<file path="src/rtl/swap_pkg.sv">
// Shared constants for the memory-swap responder: controller step codes,
// phase-tracker encodings and a saturating counter helper.
package swap_pkg;

    // Step select values driven by the swap controller on sel
    localparam logic [1:0] SEL_IDLE       = 2'd0;
    localparam logic [1:0] SEL_LOAD_TMP   = 2'd1;
    localparam logic [1:0] SEL_A_FROM_B   = 2'd2;
    localparam logic [1:0] SEL_B_FROM_TMP = 2'd3;

    // Phase tracker encodings; 2'd3 is unused and treated as a fault
    localparam logic [1:0] PH_IDLE = 2'd0;
    localparam logic [1:0] PH_EXP2 = 2'd1;
    localparam logic [1:0] PH_EXP3 = 2'd2;

    // Width of the optional completed-swap counter
    localparam int CNT_W = 16;

    // Increment that sticks at all-ones instead of wrapping
    function automatic logic [CNT_W-1:0] sat_inc(input logic [CNT_W-1:0] v);
        logic [CNT_W-1:0] r;
        if (v == {CNT_W{1'b1}}) begin
            r = v;
        end else begin
            r = v + {{(CNT_W-1){1'b0}}, 1'b1};
        end
        return r;
    endfunction

endpackage

</file>
<file path="src/rtl/swap_regfile.sv">
// Register file for the swap responder: 2**ADDR_W words of DATA_W bits,
// one write port, two combinational read ports used by the swap steps and
// one registered read-before-write host read port.
module swap_regfile #(
    parameter int DATA_W = 8,
    parameter int ADDR_W = 3
) (
    input  logic              clk,
    input  logic              reset_n,
    input  logic              we,
    input  logic [ADDR_W-1:0] waddr,
    input  logic [DATA_W-1:0] wdata,
    input  logic [ADDR_W-1:0] ra_addr,
    output logic [DATA_W-1:0] ra_data,
    input  logic [ADDR_W-1:0] rb_addr,
    output logic [DATA_W-1:0] rb_data,
    input  logic [ADDR_W-1:0] rd_addr,
    output logic [DATA_W-1:0] rd_data
);

    localparam int DEPTH = 2 ** ADDR_W;

    logic [DATA_W-1:0] mem_r [DEPTH];
    logic [DATA_W-1:0] rd_data_r;

    // Storage array and host read register; every word clears on reset
    always_ff @(posedge clk or negedge reset_n) begin
        if (!reset_n) begin
            for (int i = 0; i < DEPTH; i++) begin
                mem_r[i] <= '0;
            end
            rd_data_r <= '0;
        end else begin
            // Read samples the pre-edge contents, so same-address writes
            // are seen on the following read only
            rd_data_r <= mem_r[rd_addr];
            if (we) begin
                mem_r[waddr] <= wdata;
            end
        end
    end

    assign ra_data = mem_r[ra_addr];
    assign rb_data = mem_r[rb_addr];
    assign rd_data = rd_data_r;

endmodule

</file>
<file path="src/rtl/swap_datapath.sv">
// Memory-swap responder. Follows the controller's three-step w/sel
// sequence (load temp, copy b->a, write temp->b) against an internal
// register file, offers a host write/read port, and flags out-of-order
// steps in a sticky seq_err.
// Optional build macro SWAP_COUNT_EN adds a saturating swap_count output.
module swap_datapath
    import swap_pkg::*;
#(
    parameter int DATA_W = 8,
    parameter int ADDR_W = 3
) (
    input  logic              clk,
    input  logic              reset_n,
    input  logic              w,
    input  logic [1:0]        sel,
    input  logic [ADDR_W-1:0] addr_a,
    input  logic [ADDR_W-1:0] addr_b,
    input  logic              wr_en,
    input  logic [ADDR_W-1:0] wr_addr,
    input  logic [DATA_W-1:0] wr_data,
    input  logic [ADDR_W-1:0] rd_addr,
    output logic [DATA_W-1:0] rd_data,
    output logic              busy,
    output logic              done,
    output logic              seq_err,
    input  logic              clr_err
`ifdef SWAP_COUNT_EN
    ,
    output logic [CNT_W-1:0]  swap_count
`endif
);

    logic [1:0]        phase_r;
    logic [1:0]        phase_nxt_s;
    logic [DATA_W-1:0] temp_r;
    logic [ADDR_W-1:0] a_q_r;
    logic [ADDR_W-1:0] b_q_r;
    logic              done_r;
    logic              seq_err_r;

    logic              load_tmp_s;
    logic              copy_s;
    logic              finish_s;
    logic              viol_s;
    logic              host_we_s;

    logic              mem_we_s;
    logic [ADDR_W-1:0] mem_waddr_s;
    logic [DATA_W-1:0] mem_wdata_s;
    logic [DATA_W-1:0] rd_a_s;
    logic [DATA_W-1:0] rd_b_s;

    // Step decode: which step (if any) fires this cycle and the next phase
    always_comb begin
        phase_nxt_s = phase_r;
        load_tmp_s  = 1'b0;
        copy_s      = 1'b0;
        finish_s    = 1'b0;
        viol_s      = 1'b0;
        case (phase_r)
            PH_IDLE: begin
                if (w) begin
                    if (sel == SEL_LOAD_TMP) begin
                        load_tmp_s  = 1'b1;
                        phase_nxt_s = PH_EXP2;
                    end else begin
                        viol_s      = 1'b1;
                        phase_nxt_s = PH_IDLE;
                    end
                end else begin
                    phase_nxt_s = PH_IDLE;
                end
            end
            PH_EXP2: begin
                if (w && (sel == SEL_A_FROM_B)) begin
                    copy_s      = 1'b1;
                    phase_nxt_s = PH_EXP3;
                end else begin
                    viol_s      = 1'b1;
                    phase_nxt_s = PH_IDLE;
                end
            end
            PH_EXP3: begin
                if (w && (sel == SEL_B_FROM_TMP)) begin
                    finish_s    = 1'b1;
                    phase_nxt_s = PH_IDLE;
                end else begin
                    viol_s      = 1'b1;
                    phase_nxt_s = PH_IDLE;
                end
            end
            default: begin
                // Unreachable encoding: recover to IDLE and report it
                viol_s      = 1'b1;
                phase_nxt_s = PH_IDLE;
            end
        endcase
    end

    // Host writes only land while no swap is in flight; step 1 never
    // writes the array, so it can share the cycle with a host write
    assign host_we_s = wr_en && (phase_r == PH_IDLE);

    // Single write port arbitration between swap steps 2/3 and the host
    always_comb begin
        mem_we_s    = 1'b0;
        mem_waddr_s = wr_addr;
        mem_wdata_s = wr_data;
        if (copy_s) begin
            mem_we_s    = 1'b1;
            mem_waddr_s = a_q_r;
            mem_wdata_s = rd_b_s;
        end else if (finish_s) begin
            mem_we_s    = 1'b1;
            mem_waddr_s = b_q_r;
            mem_wdata_s = temp_r;
        end else if (host_we_s) begin
            mem_we_s    = 1'b1;
            mem_waddr_s = wr_addr;
            mem_wdata_s = wr_data;
        end else begin
            mem_we_s    = 1'b0;
        end
    end

    swap_regfile #(
        .DATA_W (DATA_W),
        .ADDR_W (ADDR_W)
    ) u_regfile (
        .clk     (clk),
        .reset_n (reset_n),
        .we      (mem_we_s),
        .waddr   (mem_waddr_s),
        .wdata   (mem_wdata_s),
        .ra_addr (addr_a),
        .ra_data (rd_a_s),
        .rb_addr (b_q_r),
        .rb_data (rd_b_s),
        .rd_addr (rd_addr),
        .rd_data (rd_data)
    );

    // Phase tracker register
    always_ff @(posedge clk or negedge reset_n) begin
        if (!reset_n) begin
            phase_r <= PH_IDLE;
        end else begin
            phase_r <= phase_nxt_s;
        end
    end

    // Step 1 captures the word at addr_a and latches both addresses so
    // later steps ignore any change on addr_a/addr_b
    always_ff @(posedge clk or negedge reset_n) begin
        if (!reset_n) begin
            temp_r <= '0;
            a_q_r  <= '0;
            b_q_r  <= '0;
        end else if (load_tmp_s) begin
            temp_r <= rd_a_s;
            a_q_r  <= addr_a;
            b_q_r  <= addr_b;
        end
    end

    // Completion pulse, one cycle after step 3
    always_ff @(posedge clk or negedge reset_n) begin
        if (!reset_n) begin
            done_r <= 1'b0;
        end else begin
            done_r <= finish_s;
        end
    end

    // Sticky violation flag; a new violation outranks a clear request
    always_ff @(posedge clk or negedge reset_n) begin
        if (!reset_n) begin
            seq_err_r <= 1'b0;
        end else if (viol_s) begin
            seq_err_r <= 1'b1;
        end else if (clr_err) begin
            seq_err_r <= 1'b0;
        end
    end

`ifdef SWAP_COUNT_EN
    logic [CNT_W-1:0] swap_count_r;

    // Completed-swap counter, saturating, cleared alongside seq_err
    always_ff @(posedge clk or negedge reset_n) begin
        if (!reset_n) begin
            swap_count_r <= '0;
        end else if (clr_err) begin
            swap_count_r <= '0;
        end else if (done_r) begin
            swap_count_r <= sat_inc(swap_count_r);
        end
    end

    assign swap_count = swap_count_r;
`endif

    assign busy    = (phase_r != PH_IDLE);
    assign done    = done_r;
    assign seq_err = seq_err_r;

endmodule

</file>
<file path="config.mk">
export PLATFORM = sky130hd
export DESIGN_NAME = swap_datapath
export DESIGN_NICKNAME = d
export VERILOG_FILES = /design/src/rtl/swap_pkg.sv /design/src/rtl/swap_regfile.sv /design/src/rtl/swap_datapath.sv
export SDC_FILE = /design/constraint.sdc
export NUM_CORES = 1
export LEC_CHECK = 0
export ABC_CLOCK_PERIOD_IN_PS = 3200
export CAP_MARGIN = 25
export CORE_ASPECT_RATIO = 2
export CORE_MARGIN = 5
export CORE_UTILIZATION = 55
export CTS_CLUSTER_DIAMETER = 120
export DETAILED_ROUTE_END_ITERATION = 10
export HOLD_SLACK_MARGIN = 0.12
export PLACE_DENSITY_LB_ADDON = 0.3
export SLEW_MARGIN = 20
export SYNTH_ARGS = -nofsm -noshare
export SYNTH_HDL_FRONTEND = slang
export SYNTH_HIERARCHICAL = 1
export SYNTH_SLANG_ARGS = --single-unit
</file>
<file path="constraint.sdc">
create_clock -name clk -period 3.2 [get_ports clk]
set_input_delay 0.64 -clock clk [delete_from_list [all_inputs] [get_ports clk]]
set_output_delay 0.64 -clock clk [all_outputs]
set_load 0.05 [all_outputs]
</file>
==> flow_summary.toml <==
[yosys]
syn-num-nets = 367
syn_inst = 340
ys_ff_latch = 90
synth.distinct_cells = 29
ys_async_sr_fraction_pct = 100
yosysSeqAreaShare_pct = 42.5
yosysWarnings = 6
synth_area_leader_cell = "dfrtp_1"
yosysTopAreaCellShare_pct = 42.5
synthTopCellsByArea = "dfrtp_1 (43%), mux2_2 (21%), mux4_1 (20%)"
synth_top_flop_cell = "dfrtp_1"
yosysMostFrequentCell = "mux2_2"
synth_edf_count = 0
avgSynthCellArea_um2 = 15.6
synth_commonest_cells = "mux2_2 (100), dfrtp_1 (90), mux4_1 (41)"
synth_area_mm2 = 0.00530

[cells_and_area]
finalNetCount = 422
syn2layout_area_growth_pct = 17.2
drive_gt1_share_pct = 42.5
fin_cells = 504
diodes = 0
fin_area_mm2 = 0.00621

[power_and_ir_drop]
static-leakage-power_nw = 2.64
powerDensity_mw_per_mm2 = 660
ir_drop_uv = 397

[route]
drt_iter0_markers = 284
wl_per_cell_um = 25.9
drc = 0
drtPass1Iterations = 4
final_antenna_net_count = 0
routed_wl_um = 13100
routed_via_density = 6.73
dr_total_vias = 3391

[floorplan]
initial_utilization_pct = 56.4
die-area_mm2 = 0.0118
core.rowCount = 50
die_width_um = 79.4
core-area_mm2 = 0.00938
die_h_um = 149
ioPinCount = 38

[cts]
clkTransAtPathRegs_ns = 0.07
post_cts_buffers = 0
cts_max_path_buffers = 2
cts_resized = 0
cts-buffers-inserted = 9
htree_levels = 3
clock_latency_ns = 0.34
cts_tree = "built"
cts_hold_buf = 0
clock-sinks = 90
root_buffer = "clkbuf_16"

[global_route]
grt_pass1_vias = 3665
grt_overflow = 0
grt_pass1_wl_um = 20800
grt_max_degree = 50
grt_usage_pct = 24.1
antenna_found_initial = 0

[place]
place_hpwl_um = 9050
placed_cell_area_mm2 = 0.00590
post-place-cells = 488
pre_cts_ws_ns = 0.0425
gp_congestion = 0.879
port_buffers = 37

[sta]
fin_hold_ws_ns = 0.307
rsz0062_at_grt = "false"
max_slew.worst_pin.slew_ns = 0.825
slew_headroom_pct = 45.0
setup_viol = 0
min_period_over_period_pct = 88.9
post-route-min-period_ns = 2.85
drv_slew = 0
worst_clock_skew_ns = 0.00873
max_freq_mhz = 351
setup_ws_ns = 0.354
hold_violations = 0
setup_tns_ns = 0

[worst_setup_path]
crit_arrival_ns = 3.07
critPathKind = "primary input to register"
cp-end-kind = "register"
ff2ff_setup_slack_ns = 0.69
worstRegToRegCells = 7
rr_startpoint = "phase_r[1]$_DFF_PN0_"
required_ns = 3.42
cp-start-kind = "primary input"
r2r-end = "u_regfile/mem_r[25]$_DFFE_PN0P_"
critPathMaxFanout = 9

[job]
drv_cap = 0

[min_path]
hp-class = "primary input to async pin"

[run_status]
run_status = "completed"
==> kinds of logic (layout without fill, tap and decap cells) <==
group / after synthesis / in the layout / share of synthesized area, %
simple gates: 39 / 39 / 5.13
mux: 150 / 150 / 45.1
compound gates: 25 / 25 / 2.81
flops: 90 / 90 / 42.5
buf+inv: 36 / 96 / 4.39
==> layout by cell type, fill, tap and decap left out, types with 2 or more instances in the layout <==
| cell | netlist | routed |
|---|---|---|
| inv_6 | 0 | 2 |
| inv_1 | 5 | 5 |
| clkdlybuf4s50_1 | 0 | 36 |
| dfrtp_1 | 90 | 90 |
| mux4_2 | 7 | 7 |
| buf_4 | 0 | 38 |
| nor2_1 | 2 | 2 |
| clkbuf_16 | 0 | 9 |
| nor3_1 | 11 | 11 |
| nor4bb_2 | 0 | 3 |
| mux2_4 | 2 | 2 |
| o21ai_0 | 11 | 11 |
| nand4b_1 | 3 | 3 |
| clkbuf_8 | 0 | 2 |
| nand4_1 | 12 | 12 |
| a31oi_1 | 11 | 11 |
| mux4_1 | 41 | 41 |
| mux2_2 | 100 | 100 |
==> sequential cells by signal (all words and copies together), names as in the netlist <==
signal,flops
b_q_r,3
phase_r,2
seq_err,1
u_regfile/rd_data,8
temp_r,8
done,1
a_q_r,3
u_regfile/mem_r,64
==> power by group <==
| part | leakage (nW) | switching [mW] | internal, mW |
|---|---|---|---|
| combinational | 1.40 | 0.482 | 0.761 |
| clock | 0.153 | 0.455 | 0.652 |
| sequential | 1.09 | 0.292 | 1.46 |
==> metal layers <==
metal	global-route usage, %	wire length, um
met2	40.1	6910
met3	3.87	777
met5	0	0
met4	12.5	525
met1	30.0	4860
==> critical path: stages <==
cell and delay, ns:
clkdlybuf4s50_1 0.45, or3b_1 0.40, or2_4 0.29, inv_1 0.10, a211o_1 0.24, nor4bb_2 0.38, buf_4 0.22, mux2_2 0.35
==> per-stage QoR <==
stage                     util [%]  power [mW]
after floorplan                  -        2.61
after global placement        62.8        2.95
after detailed placement      62.8        3.01
after CTS                     66.2        4.12
after global routing          66.2        4.30
final                         66.2        4.10
==> how the worst max path moves through the flow <==
stage | start | to
floorplan | sel[0] | u_regfile/mem_r[48]$_DFFE_PN0P_
global placement | sel[0] | u_regfile/mem_r[24]$_DFFE_PN0P_
detailed placement | sel[0] | u_regfile/mem_r[25]$_DFFE_PN0P_
CTS | sel[0] | u_regfile/mem_r[25]$_DFFE_PN0P_
global route | sel[0] | u_regfile/mem_r[25]$_DFFE_PN0P_
finish | sel[0] | u_regfile/mem_r[25]$_DFFE_PN0P_
==> final cells by class <==
cell class,instances,area (um^2)
inverter,5,18.8
clock inverter,5,60.1
tap,104,130
fill,667,3170
multi-input combinational,214,2830
sequential,90,2250
timing repair buffer,75,666
clock buffer,11,253
(Power assumes the default switching activity.)
